===== src/rtl/multipler_pkg.sv =====
// Shared types and sizing for the block-wise multiplier's partial-product accumulator.
package multipler_pkg;

    localparam int DATA_LENGTH  = 64;
    localparam int BLOCK_LENGTH = 16;
    localparam int NUM_BLOCKS   = DATA_LENGTH / BLOCK_LENGTH;
    localparam int NUM_MULS     = NUM_BLOCKS * NUM_BLOCKS;
    localparam int IDX_W        = (NUM_BLOCKS > 1) ? $clog2(NUM_BLOCKS) : 1;
    localparam int CNT_W        = $clog2(NUM_MULS) + 2;

    typedef enum logic [1:0] {
        IDLE,
        COMPUTE,
        FINISH
    } state_t;

    typedef logic [CNT_W-1:0]          counter_t;
    typedef logic [IDX_W-1:0]          idx_t;
    typedef logic [2*BLOCK_LENGTH-1:0] pp_t;
    typedef logic [2*DATA_LENGTH-1:0]  wide_t;

endpackage


===== src/rtl/pp_accumulator_if.sv =====
// Partial-product input stream and result output stream of the accumulator.
interface pp_accumulator_if;
    import multipler_pkg::*;

    logic  pp_valid;
    logic  pp_ready;
    pp_t   pp_data;
    idx_t  pp_idx_a;
    idx_t  pp_idx_b;
    logic  result_valid;
    logic  result_ready;
    wide_t result;

    // The accumulator side: sinks partial products, sources the result.
    modport slave (
        input  pp_valid, pp_data, pp_idx_a, pp_idx_b, result_ready,
        output pp_ready, result_valid, result
    );

    modport master (
        output pp_valid, pp_data, pp_idx_a, pp_idx_b, result_ready,
        input  pp_ready, result_valid, result
    );

endinterface


===== src/rtl/pp_align.sv =====
// Places a partial product a_blk[i]*b_blk[j] at bit offset (i+j)*BLOCK_LENGTH of the wide product.
module pp_align
    import multipler_pkg::*;
(
    input  pp_t   pp_i,
    input  idx_t  idx_a_i,
    input  idx_t  idx_b_i,
    output wide_t term_o
);

    logic [IDX_W:0] blk_sum;

    always_comb begin
        blk_sum = {1'b0, idx_a_i} + {1'b0, idx_b_i};
        term_o  = wide_t'(pp_i) << (int'(blk_sum) * BLOCK_LENGTH);
    end

endmodule


===== src/rtl/pp_accumulator.sv =====
// Accumulates NUM_MULS shifted partial products into the full product; result on valid/ready.
// Define PP_INDEX_CHECK_EN to flag duplicate (i,j) partial products on err_o.
module pp_accumulator
    import multipler_pkg::*;
(
    input  logic              clk_i,
    input  logic              rst_i,
    input  logic              start_i,
    pp_accumulator_if.slave   bus,
    output logic              busy_o,
    output logic              err_o
);

    state_t   state_q, state_d;
    wide_t    acc_q, acc_d;
    counter_t cnt_q, cnt_d;
    wide_t    term;
    logic     pp_hs;
    logic     start_hs;

    pp_align u_align (
        .pp_i    (bus.pp_data),
        .idx_a_i (bus.pp_idx_a),
        .idx_b_i (bus.pp_idx_b),
        .term_o  (term)
    );

    assign pp_hs    = (state_q == COMPUTE) && bus.pp_valid;
    assign start_hs = (state_q == IDLE) && start_i;
    assign busy_o   = (state_q != IDLE);

    always_comb begin
        // NOTE: every signal gets a default first so no path leaves it unassigned (no latch).
        state_d          = state_q;
        acc_d            = acc_q;
        cnt_d            = cnt_q;
        bus.pp_ready     = 1'b0;
        bus.result_valid = 1'b0;
        bus.result       = '0;

        case (state_q)
            IDLE: begin
                if (start_i) begin
                    acc_d   = '0;
                    cnt_d   = '0;
                    state_d = COMPUTE;
                end
            end
            COMPUTE: begin
                bus.pp_ready = 1'b1;
                if (pp_hs) begin
                    acc_d = acc_q + term;
                    cnt_d = cnt_q + counter_t'(1);
                    if (cnt_q == counter_t'(NUM_MULS - 1)) state_d = FINISH;
                end
            end
            FINISH: begin
                bus.result_valid = 1'b1;
                bus.result       = acc_q;
                if (bus.result_ready) state_d = IDLE;
            end
            default: state_d = IDLE;
        endcase
    end

    always_ff @(posedge clk_i) begin
        // NOTE: sequential state uses non-blocking assignments so all registers update together.
        if (rst_i) begin
            state_q <= IDLE;
            acc_q   <= '0;
            cnt_q   <= '0;
        end else begin
            state_q <= state_d;
            acc_q   <= acc_d;
            cnt_q   <= cnt_d;
        end
    end

`ifdef PP_INDEX_CHECK_EN
    localparam int MAP_W = (NUM_MULS > 1) ? $clog2(NUM_MULS) : 1;

    logic [NUM_MULS-1:0] seen_q, seen_d;
    logic                err_q, err_d;
    logic [MAP_W-1:0]    map_idx;

    assign map_idx = MAP_W'(bus.pp_idx_a) * MAP_W'(NUM_BLOCKS) + MAP_W'(bus.pp_idx_b);

    // Duplicates are still accumulated; the flag is purely informational and sticky.
    always_comb begin
        seen_d = seen_q;
        err_d  = err_q;
        if (start_hs) begin
            seen_d = '0;
            err_d  = 1'b0;
        end else if (pp_hs) begin
            if (seen_q[map_idx]) err_d = 1'b1;
            seen_d[map_idx] = 1'b1;
        end
    end

    always_ff @(posedge clk_i) begin
        if (rst_i) begin
            seen_q <= '0;
            err_q  <= 1'b0;
        end else begin
            seen_q <= seen_d;
            err_q  <= err_d;
        end
    end

    assign err_o = err_q;
`else
    logic unused_start_hs;
    assign unused_start_hs = start_hs;
    assign err_o           = 1'b0;
`endif

endmodule


===== src/flat_wrapper.sv =====
// flat-port wrapper written by rule: the top's interface ports become plain ports
module pp_accumulator_flat import multipler_pkg::*;
  (clk_i, rst_i, start_i, busy_o, err_o, bus_pp_valid, bus_pp_data, bus_pp_idx_a, bus_pp_idx_b, bus_result_ready, bus_pp_ready, bus_result_valid, bus_result);
  pp_accumulator_if bus_i ();
  input  logic clk_i;
  input  logic rst_i;
  input  logic start_i;
  output logic busy_o;
  output logic err_o;
  input wire logic [$bits(bus_i.pp_valid)-1:0] bus_pp_valid;
  input wire logic [$bits(bus_i.pp_data)-1:0] bus_pp_data;
  input wire logic [$bits(bus_i.pp_idx_a)-1:0] bus_pp_idx_a;
  input wire logic [$bits(bus_i.pp_idx_b)-1:0] bus_pp_idx_b;
  input wire logic [$bits(bus_i.result_ready)-1:0] bus_result_ready;
  output wire logic [$bits(bus_i.pp_ready)-1:0] bus_pp_ready;
  output wire logic [$bits(bus_i.result_valid)-1:0] bus_result_valid;
  output wire logic [$bits(bus_i.result)-1:0] bus_result;
  assign bus_i.pp_valid = bus_pp_valid;
  assign bus_i.pp_data = bus_pp_data;
  assign bus_i.pp_idx_a = bus_pp_idx_a;
  assign bus_i.pp_idx_b = bus_pp_idx_b;
  assign bus_i.result_ready = bus_result_ready;
  assign bus_pp_ready = bus_i.pp_ready;
  assign bus_result_valid = bus_i.result_valid;
  assign bus_result = bus_i.result;
  pp_accumulator u_core (.clk_i(clk_i), .rst_i(rst_i), .start_i(start_i), .bus(bus_i), .busy_o(busy_o), .err_o(err_o));
endmodule

===== config.mk =====
export PLATFORM = sky130hd
export DESIGN_NAME = pp_accumulator_flat
export DESIGN_NICKNAME = d
export VERILOG_FILES = /design/src/rtl/multipler_pkg.sv /design/src/rtl/pp_accumulator_if.sv /design/src/rtl/pp_align.sv /design/src/rtl/pp_accumulator.sv /design/src/flat_wrapper.sv
export SDC_FILE = /design/constraint.sdc
export NUM_CORES = 1
export LEC_CHECK = 0
export CORE_AREA = 2 2 145 203
export CTS_CLUSTER_SIZE = 30
export DETAILED_ROUTE_END_ITERATION = 10
export DIE_AREA = 0 0 147 205
export PLACE_DENSITY = 0.73
export SLEW_MARGIN = 10
export SYNTH_ARGS = -nofsm -noshare
export SYNTH_HDL_FRONTEND = slang
export SYNTH_SLANG_ARGS = --single-unit
export TNS_END_PERCENT = 30

===== constraint.sdc =====
create_clock -name clk_i -period 16.7 [get_ports clk_i]
set_input_delay 3.34 -clock clk_i [delete_from_list [all_inputs] [get_ports clk_i]]
set_output_delay 3.34 -clock clk_i [all_outputs]
set_load 0.05 [all_outputs]

==> summary.md, run 1 <==
| Metric | Value |
|---|---|
| Post-route ant nets | 0 |
| Reg-to-Reg End | u_core.acc_q[88] |
| Multi-input gate area | approximately 0.012 mm2 |
| Post-CTS Hold Buffers | 0 |
| Initial DRC count | around 1800 |
| Die X | approximately 150 um |
| Drc violations | 0 |
| Post_cts resized | 0 |
| Worst Setup Slack, final | between 7 and 8 ns |
| Sum of negative setup slack | 0 ns |
| Congestion Overflow GR | 0 |
| IO Count | roughly 170 |
| Post-detailed-routing wire length | ~63 mm |
| Gate Count Post-Synth | 2217 |
| Post-CTS Setup Bufs | 0 |
| Hold Path Depth | 2 |
| Final core occ | between 60% and 70% |
| Leakage | between 6 and 7 nW |
| VDD IR max | 0.0670 mV |
| Most common cell after layout, fill and taps aside | nor2_1 |
| Synth warn | 0 |
| EDFF count, synth | 0 |
| Die Height | roughly 210 um |
| Async SR Flop Fraction | 0% |
| Max Root-Sink Buffers | 2 |
| Post-route minimum period | around 9.5 ns |
| Worst reg2reg path startpoint | u_core.acc_q[0] |
| Max-capacitance violation count | 0 |
| Total number of vias | 17500 |
| Root buf cell | clkbuf_16 |
| First-pass GRT wire length | around 94 mm |
| WHS Endpoint | u_core.acc_q[83] |
| Critical Path End Type | register |
| Crit path DAT | around 10 ns |
| Min-delay worst type | reg2reg |
| Critical path type | in2reg |
| HPWL Detailed | approximately 50 mm |
| Fillers | about 2600 |
| H-tree levels | 4 |
| Min-delay src | u_core.acc_q[83] |
| Net Count, Synth | roughly 2400 |
| Clk pin slew, worst setup/hold paths | 0.06 ns |
| TritonRoute pass-1 iters | 7 |
| Worst path required time | roughly 17 ns |
| Layout cells sized above 1 | under 10% |
| Final period utilization | between 50% and 60% |
| Core area | approximately 0.028 mm2 |
| Largest net degree at the start of global routing | around 130 |
| Commonest non-fill, non-tap cells in the layout | nor2_1, nand2_1, a21oi_1 |
| Worst R2R Setup Slack | around 13 ns |
| CTS tree | yes |
| Syn avg cell area | about 6.9 um2 |
| Area of the die | 0.0301 mm2 |
| GPL Wtd Cong | approximately 1.1 |
| Worst hold slack | ~0.48 ns |
| Post-Syn Area | between 0.015 and 0.02 mm2 |
| Fin. max-slew vios | 0 |
| All-layer global routing usage | 40.6% |
| RSZ-0062 raised after global routing | no |
| Setup slack at placement | 6.98 ns |
| Initial antenna violation count | 1 |
| Achievable frequency | 106 MHz |
| Vias in the first global route | between 15000 and 20000 |
| FF-to-FF path depth | 14 |
| CP Max Fanout | 17 |
| Total CTS buffers | 17 |
| Worst-skew pair later-pin latency | 0.47 ns |
| Register area share after synthesis | around 18% |
| Register area | between 0.002 and 0.003 mm2 |
| Nets | ~2500 |
| Pwr Density | ~54 mW/mm2 |
| Initial Utilization | 54.2% |
| Setup Viol. Count Final | 0 |
| Actual slew at the worst max-slew pin | roughly 1.3 ns |
| CTS sink count | between 100 and 150 |
| Via/cell ratio | 6.56 |
| Area grow syn2layout | 15.0% |
| Status | finished, final reports clean |
| Worst Skew | a little under 0.02 ns |
| PortBufs | around 170 |
| Final Hold Viols | 0 |
| Routed len/inst | 23.5 um |
| Synth Register Bits | between 100 and 150 |
| Ant diodes | 0 |
| Main synth FF type | dfxtp_1 |
| Yosys cell types | 90 |
| Row count | 73 |
| Slew margin rel. | around 9.7% |
| Crit start category | input pin |
[final cells by class]
cell class                      count  area share, %
Tap cell                          375           2.66
Clock buffer                       19           2.51
Timing Repair Buffer              192           10.6
Clock inverter                     10          0.468
Sequential cell                   136           15.4
Multi-Input combinational cell   1884           67.1
Inverter                           57           1.21
[flip-flops by register name, indices dropped and copies added (netlist names)]
name,flops
u_core.cnt_q,6
u_core.state_q,2
u_core.acc_q,128
[cell families after synthesis]
logic type | Yosys count | share of synthesized area [%]
AO/OA/AOI/OAI | 723 | 29.9
XOR/XNOR | 116 | 6.63
adder cells (fa/ha/maj) | 132 | 10.9
buffers and inverters | 197 | 5.23
flip-flops | 136 | 17.8
multiplexers | 17 | 1.11
other | 1 | 0.0245
AND/OR/NAND/NOR | 895 | 28.5
[worst max-delay path, cell delays in order]
cell and delay [ns]:
clkdlybuf4s50_1 0.46, ha_1 0.14, inv_1 0.05, fa_1 0.66
nand2_1 0.56, nor2_1 0.83, and2_1 0.23, ha_1 0.17
inv_1 0.06, fa_1 0.39, nand2b_1 0.24, a21o_1 0.23
a211oi_2 0.37, o211ai_1 0.18, a31oi_1 0.31, o2111ai_1 0.28
a21oi_1 0.49, a211oi_1 0.23, a22oi_1 0.25, xor2_1 0.12
a22o_1 0.21
[how the worst max path moves through the flow]
stage | from | to | slack [ns]
2_1_floorplan | bus_pp_idx_b[0] | u_core.acc_q[121] | 9.14
3_3_place_gp | bus_pp_idx_b[0] | u_core.acc_q[88] | 7.09
3_5_place_dp | bus_pp_idx_b[0] | u_core.acc_q[88] | 6.98
4_1_cts | bus_pp_idx_b[0] | u_core.acc_q[88] | 7.40
5_1_grt | bus_pp_idx_b[0] | u_core.acc_q[126] | 7.00
6_report | bus_pp_idx_b[0] | u_core.acc_q[88] | 7.23
[report_power, final]
group,internal (mW),total [mW],switching (mW)
registers,0.331,0.338,0.00709
logic,0.0818,0.260,0.178
clock network,0.204,0.362,0.159
[through the flow]
stage | total power, mW | area (um2) | std cells
2_1_floorplan | 0.511 | 15300 | 2217
3_3_place_gp | 0.593 | 17100 | 2644
3_5_place_dp | 0.595 | 17100 | 2644
4_1_cts | 0.951 | 17600 | 2673
5_1_grt | 0.987 | 17600 | 2673
6_report | 0.961 | 17600 | 2673
[cells in the mapped netlist, types with 32 or more instances]
master	instances	area share (%)
nor2_1	255	6.2
nor3_1	34	1.1
a21oi_1	224	7.3
inv_1	57	1.4
xor2_1	50	2.9
xnor2_1	66	3.8
o21ai_0	179	5.8
nand3_1	32	1.0
ha_1	130	11
dfxtp_1	136	18
clkbuf_1	101	2.5
a22oi_1	60	2.9
nand2_1	240	5.9
and2_1	152	6.2
nand4_1	69	2.8
a21o_1	47	2.3
[metal layers]
layer	GRT usage [%]	part of all wire, %	up-vias
li1	-	-	8098
met1	48.1	38	8195
met2	68.1	46	1005
met3	6.37	8.4	236
met4	26.6	7.3	2
met5	0	0.021	-
No activity file was read; power rests on OpenSTA's default activity.
==> inputs of run 2 (changes only) <==
--- a/config.mk
+++ b/config.mk
@@ -5,11 +5,11 @@
 export SDC_FILE = /design/constraint.sdc
 export NUM_CORES = 1
 export LEC_CHECK = 0
-export CORE_AREA = 2 2 145 203
+export CORE_AREA = 2 2 147 207
 export CTS_CLUSTER_SIZE = 30
 export DETAILED_ROUTE_END_ITERATION = 10
-export DIE_AREA = 0 0 147 205
-export PLACE_DENSITY = 0.73
+export DIE_AREA = 0 0 149 209
+export PLACE_DENSITY = 0.74
 export SLEW_MARGIN = 10
 export SYNTH_ARGS = -nofsm -noshare
 export SYNTH_HDL_FRONTEND = slang
==> constraint.sdc (replaced) <==
create_clock -name clk_i -period 8.5 [get_ports clk_i]
set_input_delay 1.7 -clock clk_i [delete_from_list [all_inputs] [get_ports clk_i]]
set_output_delay 1.7 -clock clk_i [all_outputs]
set_load 0.05 [all_outputs]
==> run 2 against run 1 <==
Against the previous run: critical path depth fell by 1; worst setup slack worse by 6.2 ns; design area up 2.1%; clock skew shrank 0.0061 ns; worst hold slack got worse by 0.0039 ns; first-iteration DRC count is 14% lower; clock power grew 150%; total power increased by 120%; global-route usage rose by 0.44 points; via count grew 0.50%; register-to-register slack got worse by 8.5 ns; utilization down 1.2 points; critical endpoint is now u_core.acc_q[126]; largest power group unchanged.
==> summary.md, run 2 (synthesis gave the netlist of run 1 again) <==
| Metric | Value |
|---|---|
| Worst path required time | 8.84 ns (-8.21 ns) |
| Layout cells sized above 1 | 5.16% (+1.2 points) |
| Max-capacitance violation count | 0 (unchanged) |
| TritonRoute pass-1 iters | 8 (+1) |
| CP Max Fanout | 17 (unchanged) |
| Fillers | 2858 (+8.1%) |
| All-layer global routing usage | 41.1% (+0.44 points) |
| H-tree levels | 4 (unchanged) |
| Final period utilization | a little under 90% |
| GPL Wtd Cong | 1.07 (-0.59%) |
| Post-detailed-routing wire length | 65.0 mm (+3.5%) |
| Regs by FF count | u_core.acc_q: 128 flops, u_core.cnt_q: 6 flops, u_core.state_q: 2 flops |
| Die X | 149 um (+1.4%) |
| Row count | 75 (+2.7%) |
| Via/cell ratio | 6.50 (-0.94%) |
| Pwr Density | 117 mW/mm2 (+110%) |
| RSZ-0062 raised after global routing | no |
| Die Height | 209 um (+2.0%) |
| Initial Utilization | 52.0% (-2.1 points) |
| Core area | 0.0295 mm2 (+4.1%) |
| First-pass GRT wire length | 98.1 mm (+4.7%) |
| Worst reg2reg path startpoint | u_core.acc_q[0] |
| Crit start category | input pin |
| HPWL Detailed | 52.2 mm (+4.1%) |
| Min-delay src | u_core.acc_q[94] |
| Drc violations | 0 (unchanged) |
| Worst-skew pair later-pin latency | 0.46 ns (about the same) |
| Most common cell after layout, fill and taps aside | nor2_1 |
| Placed cell area | 0.0173 mm2 (+1.2%) |
| Commonest non-fill, non-tap cells in the layout | nor2_1, nand2_1, a21oi_1 |
| Crit path DAT | 7.84 ns (-1.98 ns) |
| Setup Viol. Count Final | 0 (unchanged) |
| Initial DRC count | 1527 (-14%) |
| Leakage | 7.13 nW (+2.9%) |
| Post-CTS Hold Buffers | 0 (unchanged) |
| Pwr Total | 2.10 mW (+120%) |
| Critical Path End Type | register |
| CTS sink count | 136 (unchanged) |
| Setup crit start | bus_pp_idx_b[0] |
| Post-route cell area | 0.0180 mm2 (+2.1%) |
| Max reg flops | 128 (unchanged) |
| Ant diodes | 0 (unchanged) |
| Total number of vias | 17600 (+0.50%) |
| Achievable frequency | 133 MHz |
| Routed len/inst | 24.0 um (+2.0%) |
| Root buf cell | clkbuf_16 |
| Area of the die | 0.0311 mm2 (+3.3%) |
| PortBufs | 171 (unchanged) |
| Initial antenna violation count | 2 (+1) |
| Critical path type | in2reg |
| Worst Skew | 0.0135 ns (-0.00607 ns) |
| Min-delay worst type | reg2reg |
| Post_cts resized | 0 (unchanged) |
| Setup slack at placement | 0.765 ns (-6.21 ns) |
| Worst hold slack | 0.472 ns (-0.00389 ns) |
| Actual slew at the worst max-slew pin | 1.14 ns (-0.175 ns) |
| Post-route ant nets | 0 (unchanged) |
| Fin. max-slew vios | 0 (unchanged) |
| Sum of negative setup slack | 0 ns (unchanged) |
| Post-CTS Setup Bufs | 0 (unchanged) |
| Post-route minimum period | 7.50 ns |
| Congestion Overflow GR | 0 (unchanged) |
| Largest net degree at the start of global routing | 72 (-44%) |
| CTS tree | yes |
| Slew margin rel. | 21.7% (+12 points) |
| Worst Setup Slack, final | 0.996 ns (-6.24 ns) |
| Max Root-Sink Buffers | 2 (unchanged) |
| Status | finished, final reports clean |
| Area grow syn2layout | 17.4% |
| Total CTS buffers | 17 (unchanged) |
| VDD IR max | 0.126 mV (+88%) |
| Final Hold Viols | 0 (unchanged) |
| Clk pin slew, worst setup/hold paths | 0.07 ns (about the same) |
| Vias in the first global route | 16900 (+2.4%) |
| IO Count | 173 (unchanged) |
| Largest Register | u_core.acc_q |
| Nets | 2487 (+1.1%) |
-- run 2: cell count changes in the layout (fill, tap and decap cells not counted) --
| cell | before | now |
|---|---|---|
| bufinv_16 | 1 | 6 |
| clkinv_4 | 0 | 2 |
| buf_4 | 21 | 47 |
| clkinv_2 | 6 | 0 |
| clkbuf_1 | 1 | 2 |
| clkinvlp_4 | 3 | 1 |
| inv_6 | 0 | 1 |
| clkbuf_8 | 1 | 3 |
-- run 2: final timing paths --
kind / depth (start not counted) / end / slack, ns
max reg2reg: 16 / u_core.acc_q[86] / 4.23
max: 20 / u_core.acc_q[126] / 1.0
min: 2 / u_core.acc_q[94] / 0.47
min reg2reg: 2 / u_core.acc_q[94] / 0.47
-- run 2: cell type report --
type                            count  area, um2  share of cell area, %
Clock buffer                       22        474                   2.63
Clock inverter                     10        214                   1.19
Inverter                           57        214                   1.19
Multi-Input combinational cell   1884      11800                   65.8
Sequential cell                   136       2720                   15.1
Tap cell                          385        482                   2.68
Timing Repair Buffer              218       2060                   11.4
-- run 2: critical path, stage by stage --
cell and delay [ns]:
clkdlybuf4s50_1 0.47, ha_1 0.15, inv_1 0.05, fa_1 0.61, nand2b_1 0.16, buf_4 0.25
nor2_1 0.16, buf_4 0.21, a22o_1 0.28, ha_1 0.46, nand4_1 0.31, or3_1 0.55
nor4b_1 0.78, o31a_1 0.22, o21ai_0 0.10, nand3_1 0.25, o21ai_0 0.14, a2111oi_0 0.66
nor4b_1 0.11, nand3b_1 0.18
-- run 2: power by group --
| part | internal, mW | total, mW | switching (mW) |
|---|---|---|---|
| sequential | 0.651 | 0.664 | 0.0136 |
| combinational | 0.173 | 0.530 | 0.357 |
| clock | 0.576 | 0.904 | 0.328 |
-- run 2: per-layer routing --
layer | wire [um] | GRT usage, % | up-vias
met5 | 13 | 0 | -
met4 | 4770 | 25.7 | 2
met3 | 5960 | 7.36 | 258
met2 | 30000 | 67.7 | 1035
met1 | 24300 | 49.0 | 8177
li1 | - | - | 8152
-- run 2: stage by stage --
step | std cells | util, %
after floorplan | 2217 | -
after global placement | 2680 | 58.8
after detailed placement | 2680 | 58.8
after CTS | 2712 | 61.1
after global routing | 2712 | 61.1
final | 2712 | 61.1
